--- config.mk ---
export PLATFORM = sky130hd
export DESIGN_NAME = clock_div_gf_flat
export DESIGN_NICKNAME = d
export VERILOG_FILES = /design/src/rtl/clock_div_gf_if.sv /design/src/rtl/clock_div_gf.sv /design/src/flat_wrapper.sv
export SDC_FILE = /design/constraint.sdc
export NUM_CORES = 1
export LEC_CHECK = 0
export BUFFER_PORTS_ARGS = -buffer_cell sky130_fd_sc_hd__buf_4
export CORE_ASPECT_RATIO = 0.8
export CORE_MARGIN = 2
export CORE_UTILIZATION = 40
export CTS_CLUSTER_SIZE = 8
export DETAILED_ROUTE_END_ITERATION = 8
export PLACE_DENSITY = 0.58
export SYNTH_ARGS = -nofsm -noshare
export SYNTH_HDL_FRONTEND = slang
export SYNTH_SLANG_ARGS = --single-unit
--- constraint.sdc ---
create_clock -name clk -period 4.8 [get_ports clk]
set_input_delay 0.24 -clock clk [delete_from_list [all_inputs] [get_ports clk]]
set_output_delay 0.24 -clock clk [all_outputs]
set_load 0.005 [all_outputs]
--- src/rtl/clock_div_gf_if.sv ---
`default_nettype none
// ============================================================================
//  Module   : clock_div_gf_if
//  Purpose  : Control/status bundle for the glitch-free integer-N clock
//             divider. The master side issues the run request and divisor
//             changes. The slave side (the divider) returns the handshake,
//             the active divisor, the period tick and the divided clock.
//  Signals  : enable  - run request (master -> slave)
//             n_in    - requested divisor (master -> slave)
//             n_load  - divisor-change request, level (master -> slave)
//             n_ack   - one-clk acceptance pulse (slave -> master)
//             n_cur   - divisor currently in use (slave -> master)
//             tick    - first-cycle-of-period strobe (slave -> master)
//             out     - divided clock (slave -> master)
//  Revision : 1.0  initial release
// ============================================================================
interface clock_div_gf_if #(
  parameter int SIZE = 8
);
  logic            enable;
  logic [SIZE-1:0] n_in;
  logic            n_load;
  logic            n_ack;
  logic [SIZE-1:0] n_cur;
  logic            tick;
  logic            out;

  modport master (
    output enable, n_in, n_load,
    input  n_ack, n_cur, tick, out
  );

  modport slave (
    input  enable, n_in, n_load,
    output n_ack, n_cur, tick, out
  );
endinterface
`default_nettype wire

--- src/rtl/clock_div_gf.sv ---
`default_nettype none
// ============================================================================
//  Module   : clock_div_gf
//  Purpose  : Parametrised glitch-free integer-N clock divider with 50% duty
//             for odd and even divisors, run enable with clean park-low,
//             per-period tick and a divisor-change handshake that takes
//             effect only on an output-period boundary.
//  Ports    : clk    - source clock (posedge primary, negedge for odd half)
//             resetb - asynchronous active-low reset
//             bus    - clock_div_gf_if slave modport (enable, n_in, n_load,
//                      n_ack, n_cur, tick, out)
//  Revision : 1.0  initial release
// ============================================================================
module clock_div_gf #(
  parameter int SIZE      = 8,
  parameter int DEFAULT_N = 2
) (
  input  wire logic      clk,
  input  wire logic      resetb,
  clock_div_gf_if.slave  bus
);

  localparam logic [SIZE-1:0] c_default_n = SIZE'(DEFAULT_N);

  // Divisors 0 and 1 both mean bypass.
  function automatic logic [SIZE-1:0] eff_div(input logic [SIZE-1:0] n);
    return (n < SIZE'(2)) ? SIZE'(1) : n;
  endfunction

  logic [SIZE-1:0] cnt_q, cnt_d;
  logic [SIZE-1:0] n_cur_q, n_cur_d;
  logic            running_q, running_d;
  logic            n_ack_q, n_ack_d;
  logic            hi_p_q, hi_p_d;
  logic            hi_n_q;

  logic [SIZE-1:0] d_cur;
  logic [SIZE-1:0] d_nxt;
  logic [SIZE-1:0] h_nxt;
  logic            boundary;
  logic            bypass_cur;
  logic            odd_cur;

  always_comb begin
    d_cur      = eff_div(n_cur_q);
    bypass_cur = (d_cur == SIZE'(1));
    odd_cur    = d_cur[0] & ~bypass_cur;
    // In bypass d_cur-1 is 0 and cnt holds 0, so every edge is a boundary.
    boundary   = ~running_q | (cnt_q == (d_cur - SIZE'(1)));

    n_cur_d   = n_cur_q;
    n_ack_d   = 1'b0;
    running_d = running_q;
    cnt_d     = cnt_q + SIZE'(1);

    if (boundary) begin
      cnt_d     = '0;
      running_d = bus.enable;
      if (bus.n_load) begin
        n_cur_d = bus.n_in;
        n_ack_d = 1'b1;
      end
    end

    // High phase is decided with the divisor that the coming cycle belongs
    // to, so a new divisor shapes its very first period. D=1 gives H=0 and
    // keeps hi_p low; bypass output comes from clk directly.
    d_nxt  = eff_div(n_cur_d);
    h_nxt  = d_nxt >> 1;
    hi_p_d = running_d & (cnt_d < h_nxt);
  end

  always_ff @(posedge clk or negedge resetb) begin
    if (!resetb) begin
      cnt_q     <= '0;
      n_cur_q   <= c_default_n;
      running_q <= 1'b0;
      n_ack_q   <= 1'b0;
      hi_p_q    <= 1'b0;
    end else begin
      cnt_q     <= cnt_d;
      n_cur_q   <= n_cur_d;
      running_q <= running_d;
      n_ack_q   <= n_ack_d;
      hi_p_q    <= hi_p_d;
    end
  end

  // Half-cycle extension for odd divisors. Gating with odd_cur clears it on
  // the boundary negedge whenever the new divisor is even or bypass; hi_p is
  // always low in the last cycle of a period, so no stale high carries over.
  always_ff @(negedge clk or negedge resetb) begin
    if (!resetb) begin
      hi_n_q <= 1'b0;
    end else begin
      hi_n_q <= hi_p_q & odd_cur;
    end
  end

  assign bus.out   = hi_p_q | (hi_n_q & odd_cur) | (clk & running_q & bypass_cur);
  assign bus.tick  = running_q & (cnt_q == '0);
  assign bus.n_ack = n_ack_q;
  assign bus.n_cur = n_cur_q;

endmodule
`default_nettype wire

--- src/flat_wrapper.sv ---
// flat-port wrapper written by rule: the top's interface ports become plain ports
module clock_div_gf_flat 
#(
  parameter int SIZE      = 8,
  parameter int DEFAULT_N = 2
)
  (clk, resetb, bus_enable, bus_n_in, bus_n_load, bus_n_ack, bus_n_cur, bus_tick, bus_out);
  clock_div_gf_if #(.SIZE(SIZE)) bus_i ();
  input  wire logic clk;
  input  wire logic resetb;
  input wire logic [$bits(bus_i.enable)-1:0] bus_enable;
  input wire logic [$bits(bus_i.n_in)-1:0] bus_n_in;
  input wire logic [$bits(bus_i.n_load)-1:0] bus_n_load;
  output wire logic [$bits(bus_i.n_ack)-1:0] bus_n_ack;
  output wire logic [$bits(bus_i.n_cur)-1:0] bus_n_cur;
  output wire logic [$bits(bus_i.tick)-1:0] bus_tick;
  output wire logic [$bits(bus_i.out)-1:0] bus_out;
  assign bus_i.enable = bus_enable;
  assign bus_i.n_in = bus_n_in;
  assign bus_i.n_load = bus_n_load;
  assign bus_n_ack = bus_i.n_ack;
  assign bus_n_cur = bus_i.n_cur;
  assign bus_tick = bus_i.tick;
  assign bus_out = bus_i.out;
  clock_div_gf #(.SIZE(SIZE), .DEFAULT_N(DEFAULT_N)) u_core (.clk(clk), .resetb(resetb), .bus(bus_i));
endmodule
==> Word level (Yosys, flattened, before mapping) <==
Index checks and enable logic that the tools add are counted.
{ "totals": {"regBits": 20, "latchBits": 0, "ram_bits": 0, "rom_bits": 0, "inputBits": 12, "out_inout_bits": 11, "wordCells": 34, "n_memories": 0} }
{ "classes": {"add_sub_neg": 2, "multipliers": 0, "div": 0, "n_lt_le_gt_ge": 3, "n_eq_ne": 2, "n_shift": 0, "muxes": 8, "bitwise_logic": 12, "n_reduce_logical": 1} }
{ "ops": {"columns": ["cell", "n"], "rows": [
  ["8-bit 2-to-1 mux", 5],
  ["8-bit by 2-bit less-than comparator with 1-bit output (second input constant)", 2],
  ["8-bit by 1-bit adder with 8-bit output (second input constant)", 1],
  ["8-bit by 1-bit equality test with 1-bit output (second input constant)", 1],
  ["8-bit equality test", 1],
  ["8-bit logical NOT", 1],
  ["8-bit by 7-bit less-than comparator with 1-bit output", 1],
  ["8-bit by 1-bit subtractor with 8-bit output (second input constant)", 1],
  ["1-bit bitwise AND", 7],
  ["1-bit 2-to-1 mux", 3],
  ["1-bit bitwise OR", 3],
  ["1-bit inverter", 2]
]} }

==> Logic depth before layout (Yosys ltp) <==
Gate-level depths: netlist of run 1.
{ "logic_depth": {"word_depth": 10, "ltp_mapped": 21, "ltp_nobuf": 19} }

==> results_tabular.tex, run 1 <==
\begin{tabular}{lr}
\hline
Metric & Value \\
\hline
\multicolumn{2}{l}{\textbf{Layout}} \\
\quad Diode count & 0 \\
\quad Post-route standard cell area excluding fillers & between 1500 and 2000 um\^{}2 \\
\quad Proportion of layout cells with a drive suffix above 1 & 0.2033 \\
\quad Filler cells & 330 \\
\quad Area of the multi-input gates & about 840 um\^{}2 \\
\quad Commonest non-fill, non-tap cells in the layout & 23 x sky130\_fd\_sc\_hd\_\_buf\_4, 18 x sky130\_fd\_sc\_hd\_\_dfrtp\_1, 16 x sky130\_fd\_sc\_hd\_\_inv\_1, 13 x sky130\_fd\_sc\_hd\_\_nor2\_1, 10 x sky130\_fd\_sc\_hd\_\_ha\_1 \\
\quad Area overhead of the layout relative to synthesis & 19.74\% \\
\quad Count of non-filler cells in the finished layout & 224 \\
\quad Commonest non-fill, non-tap cell in the layout & sky130\_fd\_sc\_hd\_\_buf\_4 \\
\quad Final net count & between 200 and 250 \\
\quad Sequential cell area & 501.7 um\^{}2 \\
\multicolumn{2}{l}{\textbf{Pwr}} \\
\quad Clock network fraction of design power & 0.186 \\
\quad Net switching power & 0.0005990 W \\
\quad Combinational share of power & 0.525 \\
\quad Pwr per Cell Area & 766.2 nW/um\^{}2 \\
\quad Internal power of the cells & between 0.0007 and 0.0008 W \\
\quad IR Drop Worst-Case VDD & 389.4 uV \\
\quad Switching share of power & 0.4479 \\
\quad Pleak & 0.8771 nW \\
\quad Portion of total power attributed to sequential cells & 0.289 \\
\multicolumn{2}{l}{\textbf{Synth}} \\
\quad Number of distinct library cells after synthesis & 47 \\
\quad Most used flip-flop cell after synthesis & sky130\_fd\_sc\_hd\_\_dfrtp\_1 \\
\quad Synthesized area divided by synthesized cell count & around 9 um\^{}2 \\
\quad Net count after synthesis & 182 \\
\quad Fraction of registers with async set or reset after synthesis & 1.000 \\
\quad Syn Std Cell Area & 1458 um\^{}2 \\
\quad Fraction of the yosys area taken by sequential cells & 0.3442 \\
\quad Number of enable-type register cells in the synthesized netlist & 0 \\
\quad Count of warnings emitted by yosys & 0 \\
\quad Synthesis-stage register bit count & 20 \\
\quad Number of instances in the synthesized netlist & 160 \\
\multicolumn{2}{l}{\textbf{Timing}} \\
\quad Final number of setup-violating endpoints & 0 \\
\quad Max Transition Viols Final & 0 \\
\quad Tightest slew margin relative to the limit & 0.5811 \\
\quad Skew final & 0.03446 ns \\
\quad Sum of negative setup slack & 0 ns \\
\quad RSZ-0062 raised after global routing & no \\
\quad Number of failing hold endpoints at the final stage & 0 \\
\quad Transition time of the tightest slew-check pin & between 0.6 and 0.7 ns \\
\multicolumn{2}{l}{\textbf{Global route}} \\
\quad Routing usage on met3 & 0.08174 \\
\quad Most Used Layer, Global Route & met2 \\
\quad Global router's overall resource usage & 0.2064 \\
\quad Met2 track demand over resource & 0.3122 \\
\quad Met1 Resource Use GR & 0.2740 \\
\quad Largest net degree at the start of global routing & 21 \\
\quad Number of global-route vias before repair & 1319 \\
\quad Antenna violations before repair & 0 \\
\quad Total congestion overflow after global routing & 0 \\
\quad Wire length of the first global-routing pass & approximately 6500 um \\
\multicolumn{2}{l}{\textbf{Floorplanning}} \\
\quad DIE AREA & 4146 um\^{}2 \\
\quad Floorplan die height & 58.00 um \\
\quad Number of core rows & 19 \\
\quad Number of ports placed on the die boundary & 23 \\
\quad Core Footprint & approximately 3500 um\^{}2 \\
\quad Effective utilization at floorplan & 0.4200 \\
\quad Die span in x & 71.49 um \\
\multicolumn{2}{l}{\textbf{Placed design}} \\
\quad Post-DP Area & roughly 1600 um\^{}2 \\
\quad GPL Wtd Cong & 0.9126 \\
\quad Number of buffers added on ports & 22 \\
\quad Post-Place Cells & 216 \\
\quad Final HPWL DP & 2863 um \\
\multicolumn{2}{l}{\textbf{CTS}} \\
\quad Post-CTS setup buffers & 0 \\
\quad Post-CTS clock slew at the launch and capture registers of the worst setup and hold paths & 0.09 ns \\
\quad Insertion delay to the later sink of the worst-skew pair & 0.39 ns \\
\quad Clock tree from TritonCTS & built \\
\quad Post-cts repair resize count & 0 \\
\multicolumn{2}{l}{\textbf{Detailed routing}} \\
\quad Average wire per standard cell & 16.68 um \\
\quad Remaining number of nets flagged by the antenna check after routing & 0 \\
\quad Total wire length after detailed routing & 3737 um \\
\quad Average vias per placed instance & 5.594 \\
\quad First-pass iteration count of the detailed router & 4 \\
\quad Post-route DRC & 0 \\
\quad DR vias & around 1.3k \\
\quad DRC violation total after the first TritonRoute iteration & approximately 130 \\
\multicolumn{2}{l}{\textbf{Setup path}} \\
\quad Type of the worst setup path & reg2reg \\
\quad Critical Path AT & 2.25 ns \\
\quad Required time at the endpoint of the critical path & around 2.7 ns \\
\quad Kind of launch point of the worst setup path & register \\
\quad Worst setup EP type & register \\
\quad Worst-path fanout max & 10 \\
\multicolumn{2}{l}{\textbf{Status}} \\
\quad Result of the run & finished, final reports clean \\
\multicolumn{2}{l}{\textbf{Hold path}} \\
\quad Type of the tightest min-delay check & in2reg \\
\multicolumn{2}{l}{\textbf{Flow run}} \\
\quad Max cap viols & 0 \\
\hline
\end{tabular}
through the flow:
step | power, W | setup slack [ns] | utilization | hold WS (ns)
floorplan | 0.0008783 | 0.5337 | - | -0.05559
global route | 0.001455 | 0.2138 | 0.5029 | 0.08550
detailed placement | 0.001090 | 0.4000 | 0.4676 | 0.1411
CTS | 0.001337 | 0.3939 | 0.5029 | 0.08900
finish | 0.001337 | 0.3945 | 0.5029 | 0.09591
global placement | 0.001067 | 0.5040 | 0.4676 | 0.1378
routing by layer:
layer | routed length (um) | part of all wire | vias to the layer above
met3 | 247 | 0.066 | 5
met2 | 1656 | 0.44 | 46
met5 | 0 | 0 | -
met1 | 1803 | 0.48 | 592
li1 | - | - | 610
met4 | 29 | 0.0078 | 0
final timing paths:
| kind | slack, ns | depth (start not counted) | endpoint | startpoint |
|---|---|---|---|---|
| worst max-delay path | 0.39 | 7 | u_core.hi_n_q$_DFF_NN0_ | u_core.bus.n_cur[3]$_DFF_PN0_ |
| worst min-delay path | 0.1 | 2 | register | bus_n_in[0] |
| worst max register to register | 0.39 | 7 | u_core.hi_n_q$_DFF_NN0_ | u_core.bus.n_cur[3]$_DFF_PN0_ |
| worst min register to register | 0.54 | 2 | u_core.bus.n_cur[1]$_DFF_PN1_ | u_core.bus.n_cur[1]$_DFF_PN1_ |
| max in group asynchronous | 2.01 | 2 | u_core.hi_n_q$_DFF_NN0_ | resetb |
| min in group asynchronous | 0.28 | 2 | u_core.bus.n_cur[3]$_DFF_PN0_ | resetb |
cells by family (layout without fill, tap and decap cells):
group | after synthesis | after routing | share of synthesized area
AOI/OAI and AO/OA | 29 | 29 | 0.1459
xor gates and xnor gates | 12 | 12 | 0.07210
adders and majority gates | 10 | 10 | 0.08584
buffers and inverters | 25 | 47 | 0.08240
DFF | 20 | 20 | 0.3442
muxes | 5 | 5 | 0.03777
and+or+nand+nor | 59 | 59 | 0.2318
worst max-delay path, stage by stage, from the launching register on:
cell                      delay (ns)
sky130_fd_sc_hd__dfrtp_1        0.49
sky130_fd_sc_hd__or4_1          0.59
sky130_fd_sc_hd__nor2_1         0.12
sky130_fd_sc_hd__nor2_1         0.06
sky130_fd_sc_hd__inv_1          0.11
sky130_fd_sc_hd__ha_1           0.17
sky130_fd_sc_hd__nand3_1        0.11
sky130_fd_sc_hd__and3_1         0.23
state kept, by name (all words and copies together), names as in the netlist, named ones only:
| signal | cells |
|---|---|
| u_core.bus.n_ack | 1 |
| u_core.hi_p_q | 1 |
| u_core.running_q | 1 |
| u_core.hi_n_q | 1 |
| u_core.bus.n_cur | 7 |
| u_core.cnt_q | 8 |
power groups by stage:
stage / registers (W) / clock network [W] / logic [W]
finish: 0.000387 / 0.000249 / 0.000702
global route: 0.000406 / 0.000268 / 0.000781
CTS: 0.000383 / 0.000257 / 0.000697
detailed placement: 0.000386 / 0.0000127 / 0.000691
global placement: 0.000380 / 0.0000127 / 0.000675
floorplan: 0.000311 / 0.00000814 / 0.000559
area by class of cell:
class,instances,share of cell area
clock buffers,7,0.05161
clock inverters,1,0.01720
inverters,16,0.03441
multi-input cells,115,0.4789
flip-flops and latches,20,0.2875
well taps,42,0.03011
repair buffers,23,0.1004
synthesized netlist by cell type, types with 2 or more instances:
cell                        number  area [um^2]
sky130_fd_sc_hd__clkbuf_1        3        11.26
sky130_fd_sc_hd__xnor2_1         4        35.03
sky130_fd_sc_hd__nand2b_1        2        12.51
sky130_fd_sc_hd__nor3_1          4        20.02
sky130_fd_sc_hd__nand3_1         6        30.03
sky130_fd_sc_hd__a21boi_0        2        15.01
sky130_fd_sc_hd__nor2b_1         2        12.51
sky130_fd_sc_hd__nor4_1          3        18.77
sky130_fd_sc_hd__o2111ai_1       2        17.52
sky130_fd_sc_hd__ha_1           10        125.1
sky130_fd_sc_hd__dfrtp_1        18        450.4
sky130_fd_sc_hd__buf_2           3        15.01
sky130_fd_sc_hd__nor2_1         13        48.80
sky130_fd_sc_hd__and3_1          6        37.54
sky130_fd_sc_hd__mux2i_1         4        40.04
sky130_fd_sc_hd__nand4_1         2        12.51
sky130_fd_sc_hd__xor2_1          8        70.07
sky130_fd_sc_hd__o21ai_0         7        35.03
sky130_fd_sc_hd__a21oi_1         5        25.02
sky130_fd_sc_hd__buf_6           3        33.78
sky130_fd_sc_hd__nand2_1         9        33.78
sky130_fd_sc_hd__inv_1          16        60.06
sky130_fd_sc_hd__or3_1           2        12.51
sky130_fd_sc_hd__or4_1           3        22.52
timing repair:
item,CTS,global route
hold buffers,1,0
endpoints found under the hold margin,18,0
setup endpoints to repair,0,0
(Power assumes the default switching activity.)
==> run 2, diff against run 1 <==
--- a/config.mk
+++ b/config.mk
@@ -9,9 +9,11 @@
 export CORE_ASPECT_RATIO = 0.8
 export CORE_MARGIN = 2
 export CORE_UTILIZATION = 40
+export CTS_BUF_LIST = sky130_fd_sc_hd__clkbuf_16
 export CTS_CLUSTER_SIZE = 8
 export DETAILED_ROUTE_END_ITERATION = 8
-export PLACE_DENSITY = 0.58
+export PLACE_DENSITY = 0.6
+export RECOVER_POWER = 25
 export SYNTH_ARGS = -nofsm -noshare
 export SYNTH_HDL_FRONTEND = slang
 export SYNTH_SLANG_ARGS = --single-unit
==> constraint.sdc (replaced) <==
create_clock -name clk -period 3.85 [get_ports clk]
set_input_delay 0.1925 -clock clk [delete_from_list [all_inputs] [get_ports clk]]
set_output_delay 0.1925 -clock clk [all_outputs]
set_load 0.005 [all_outputs]
==> run 2 against run 1 <==
Against the previous run: clock power rose by 83%; core utilization up 8.3 points; register-to-register slack worse by 0.18 ns; first-iteration DRC count shrank 11%; clock-buffer cell count unchanged; critical path depth increased by 11; worst setup slack got worse by 0.18 ns; sequential power increased by 8.0%; clock skew grew 0.016 ns; total power up 55%.
==> results_tabular.tex, run 2 (synthesis results as in run 1) <==
\begin{tabular}{lr}
\hline
Metric & Value \\
\hline
\multicolumn{2}{l}{\textbf{Timing}} \\
\quad Part of the cycle the worst path needs & 0.9455 \\
\quad Skew final & 0.05035 ns \\
\quad Final hold slack & 0.06068 ns \\
\quad RSZ-0062 raised after global routing & no \\
\quad Final number of setup-violating endpoints & 0 \\
\quad Number of failing hold endpoints at the final stage & 0 \\
\quad Transition time of the tightest slew-check pin & roughly 1.2 ns \\
\quad Tightest slew margin relative to the limit & 0.2274 \\
\quad Peak Freq & 0.2747 GHz \\
\quad Final critical path time including I/O delays and setup & 3.640 ns \\
\quad Max Transition Viols Final & 0 \\
\quad Sum of negative setup slack & 0 ns \\
\quad Min setup slack post-route & 0.2098 ns \\
\multicolumn{2}{l}{\textbf{Placed design}} \\
\quad GPL Wtd Cong & 0.9221 \\
\quad Number of buffers added on ports & 22 \\
\quad Pre-CTS worst setup slack & 0.07629 ns \\
\quad Post-Place Cells & 230 \\
\quad Final HPWL DP & 3012 um \\
\multicolumn{2}{l}{\textbf{Pwr}} \\
\quad Pleak & between 0.9 and 1 nW \\
\quad Pwr per Cell Area & 1023 nW/um\^{}2 \\
\quad IR Drop Worst-Case VDD & 492.9 uV \\
\multicolumn{2}{l}{\textbf{Setup path}} \\
\quad Critical Path AT & 3.94 ns \\
\quad Kind of launch point of the worst setup path & register \\
\quad Required time at the endpoint of the critical path & 4.15 ns \\
\quad Slowest cell delay on critical path & 0.54 ns \\
\quad Worst-path fanout max & 2 \\
\quad Worst setup EP type & register \\
\quad Crit path max-delay cell type & sky130\_fd\_sc\_hd\_\_or4\_4 \\
\quad Ordered list of cells on the worst path & or4\_4 > nor2\_2 > nor2\_1 > ha\_1 > xor2\_1 > o221ai\_2 > nor2\_2 > a41o\_1 > nand3\_2 > a21boi\_2 > ha\_1 > a21o\_1 > a21oi\_2 > nor2b\_1 > o21ai\_1 > nand2b\_1 > a21oi\_2 > o2111a\_1 \\
\quad Type of the worst setup path & reg2reg \\
\multicolumn{2}{l}{\textbf{Layout}} \\
\quad Core utilization of the finished layout & 0.5858 \\
\quad Commonest non-fill, non-tap cell in the layout & sky130\_fd\_sc\_hd\_\_buf\_4 \\
\quad Area of the multi-input gates & 917.1 um\^{}2 \\
\quad Filler cells & 299 \\
\quad Max reg flops & 8 \\
\quad Count of non-filler cells in the finished layout & 242 \\
\quad Diode count & 0 \\
\quad Area overhead of the layout relative to synthesis & 39.48\% \\
\quad Sequential cell area & 501.7 um\^{}2 \\
\quad Final net count & 223 \\
\quad Proportion of layout cells with a drive suffix above 1 & 0.3450 \\
\quad Commonest non-fill, non-tap cells in the layout & 38 x sky130\_fd\_sc\_hd\_\_buf\_4, 18 x sky130\_fd\_sc\_hd\_\_dfrtp\_1, 16 x sky130\_fd\_sc\_hd\_\_inv\_1, 11 x sky130\_fd\_sc\_hd\_\_nor2\_1, 9 x sky130\_fd\_sc\_hd\_\_nand2\_1 \\
\quad Reg with most FFs & u\_core.cnt\_q \\
\multicolumn{2}{l}{\textbf{Global route}} \\
\quad Total congestion overflow after global routing & 0 \\
\quad Met2 track demand over resource & 0.3214 \\
\quad Routing usage on met3 & 0.07478 \\
\quad Global router's overall resource usage & 0.2189 \\
\quad Wire length of the first global-routing pass & about 6700 um \\
\quad Number of global-route vias before repair & 1440 \\
\quad Met1 Resource Use GR & 0.2895 \\
\quad Largest net degree at the start of global routing & 21 \\
\quad Antenna violations before repair & 0 \\
\quad Most Used Layer, Global Route & met2 \\
\multicolumn{2}{l}{\textbf{Detailed routing}} \\
\quad Total wire length after detailed routing & 4150 um \\
\quad DRC violation total after the first TritonRoute iteration & 117 \\
\quad Average vias per placed instance & 5.731 \\
\quad Remaining number of nets flagged by the antenna check after routing & 0 \\
\quad DR vias & 1387 \\
\quad Average wire per standard cell & 17.15 um \\
\quad Post-route DRC & 0 \\
\quad First-pass iteration count of the detailed router & 4 \\
\multicolumn{2}{l}{\textbf{CTS}} \\
\quad Insertion delay to the later sink of the worst-skew pair & 0.41 ns \\
\quad Clock tree from TritonCTS & built \\
\quad Post-CTS clock slew at the launch and capture registers of the worst setup and hold paths & 0.06 ns \\
\multicolumn{2}{l}{\textbf{Floorplanning}} \\
\quad DIE AREA & about 4100 um\^{}2 \\
\quad Number of ports placed on the die boundary & 23 \\
\quad Core Footprint & roughly 3500 um\^{}2 \\
\quad Effective utilization at floorplan & 0.4200 \\
\quad Floorplan die height & 58.00 um \\
\quad Number of core rows & 19 \\
\quad Die span in x & about 71 um \\
\multicolumn{2}{l}{\textbf{Flow run}} \\
\quad Max cap viols & 0 \\
\multicolumn{2}{l}{\textbf{Hold path}} \\
\quad Type of the tightest min-delay check & in2reg \\
\multicolumn{2}{l}{\textbf{Status}} \\
\quad Result of the run & finished, final reports clean \\
\hline
\end{tabular}
[run 2: changes by cell type in the layout (fill, tap and decap cells not counted), sizes merged]
cell	previous run	this run
buf	23	40
clkbuf	6	7
[run 2: layout make-up]
class,instances,share of cell area
inverters,16,0.02954
well taps,42,0.02585
clock buffers,7,0.07754
flip-flops and latches,20,0.2468
clock inverters,1,0.01477
repair buffers,41,0.1545
multi-input cells,115,0.4511
[run 2: path summary, 6_finish.rpt]
| kind | from | to | slack (ns) | depth (start not counted) |
|---|---|---|---|---|
| setup / recovery | u_core.bus.n_cur[3]$_DFF_PN0_ | u_core.hi_p_q$_DFF_PN0_ | 0.21 | 18 |
| hold / removal | bus_n_in[0] | register | 0.06 | 2 |
| setup reg to reg | u_core.bus.n_cur[3]$_DFF_PN0_ | u_core.hi_p_q$_DFF_PN0_ | 0.21 | 18 |
| hold reg to reg | u_core.bus.n_cur[1]$_DFF_PN1_ | u_core.bus.n_cur[1]$_DFF_PN1_ | 0.52 | 2 |
| max in group asynchronous | resetb | u_core.hi_n_q$_DFF_NN0_ | 0.80 | 2 |
| min in group asynchronous | resetb | u_core.bus.n_cur[7]$_DFF_PN0_ | 0.58 | 2 |
[run 2: layer usage]
metal  vias to the layer above  routed length [um]
met4                         0                  72
met5                         -                   0
li1                        653                   -
met3                         6                 248
met2                        51                1997
met1                       677                1831
[run 2: metrics by stage]
step / instance area [um^2] / total power, W
global route: 2033 / 0.002242
CTS: 1918 / 0.001922
global placement: 1728 / 0.001444
finish: 2033 / 0.002080
detailed placement: 1728 / 0.001461
floorplan: 1458 / 0.001095
[run 2: repair_timing]
item	CTS	global route
endpoints found under the hold margin	19	0
hold buffers	1	0
setup endpoints to repair	0	1
buffers inserted	0	4
resized for setup	0	21
[run 2: report_power, final]
group | leakage, nW | switching [W] | internal [W]
registers | 0.242 | 0.000112 | 0.000306
logic | 0.655 | 0.000629 | 0.000577
clock network | 0.100 | 0.000106 | 0.000349
[run 2: worst max-delay path, delay by kind of cell (launching register included)]
| kind | cells | cell delay (ns) |
|---|---|---|
| compound gates | 8 | 1.31 |
| simple gates | 7 | 1.10 |
| fa+ha+maj | 2 | 0.61 |
| flops | 1 | 0.37 |
| xor+xnor | 1 | 0.19 |
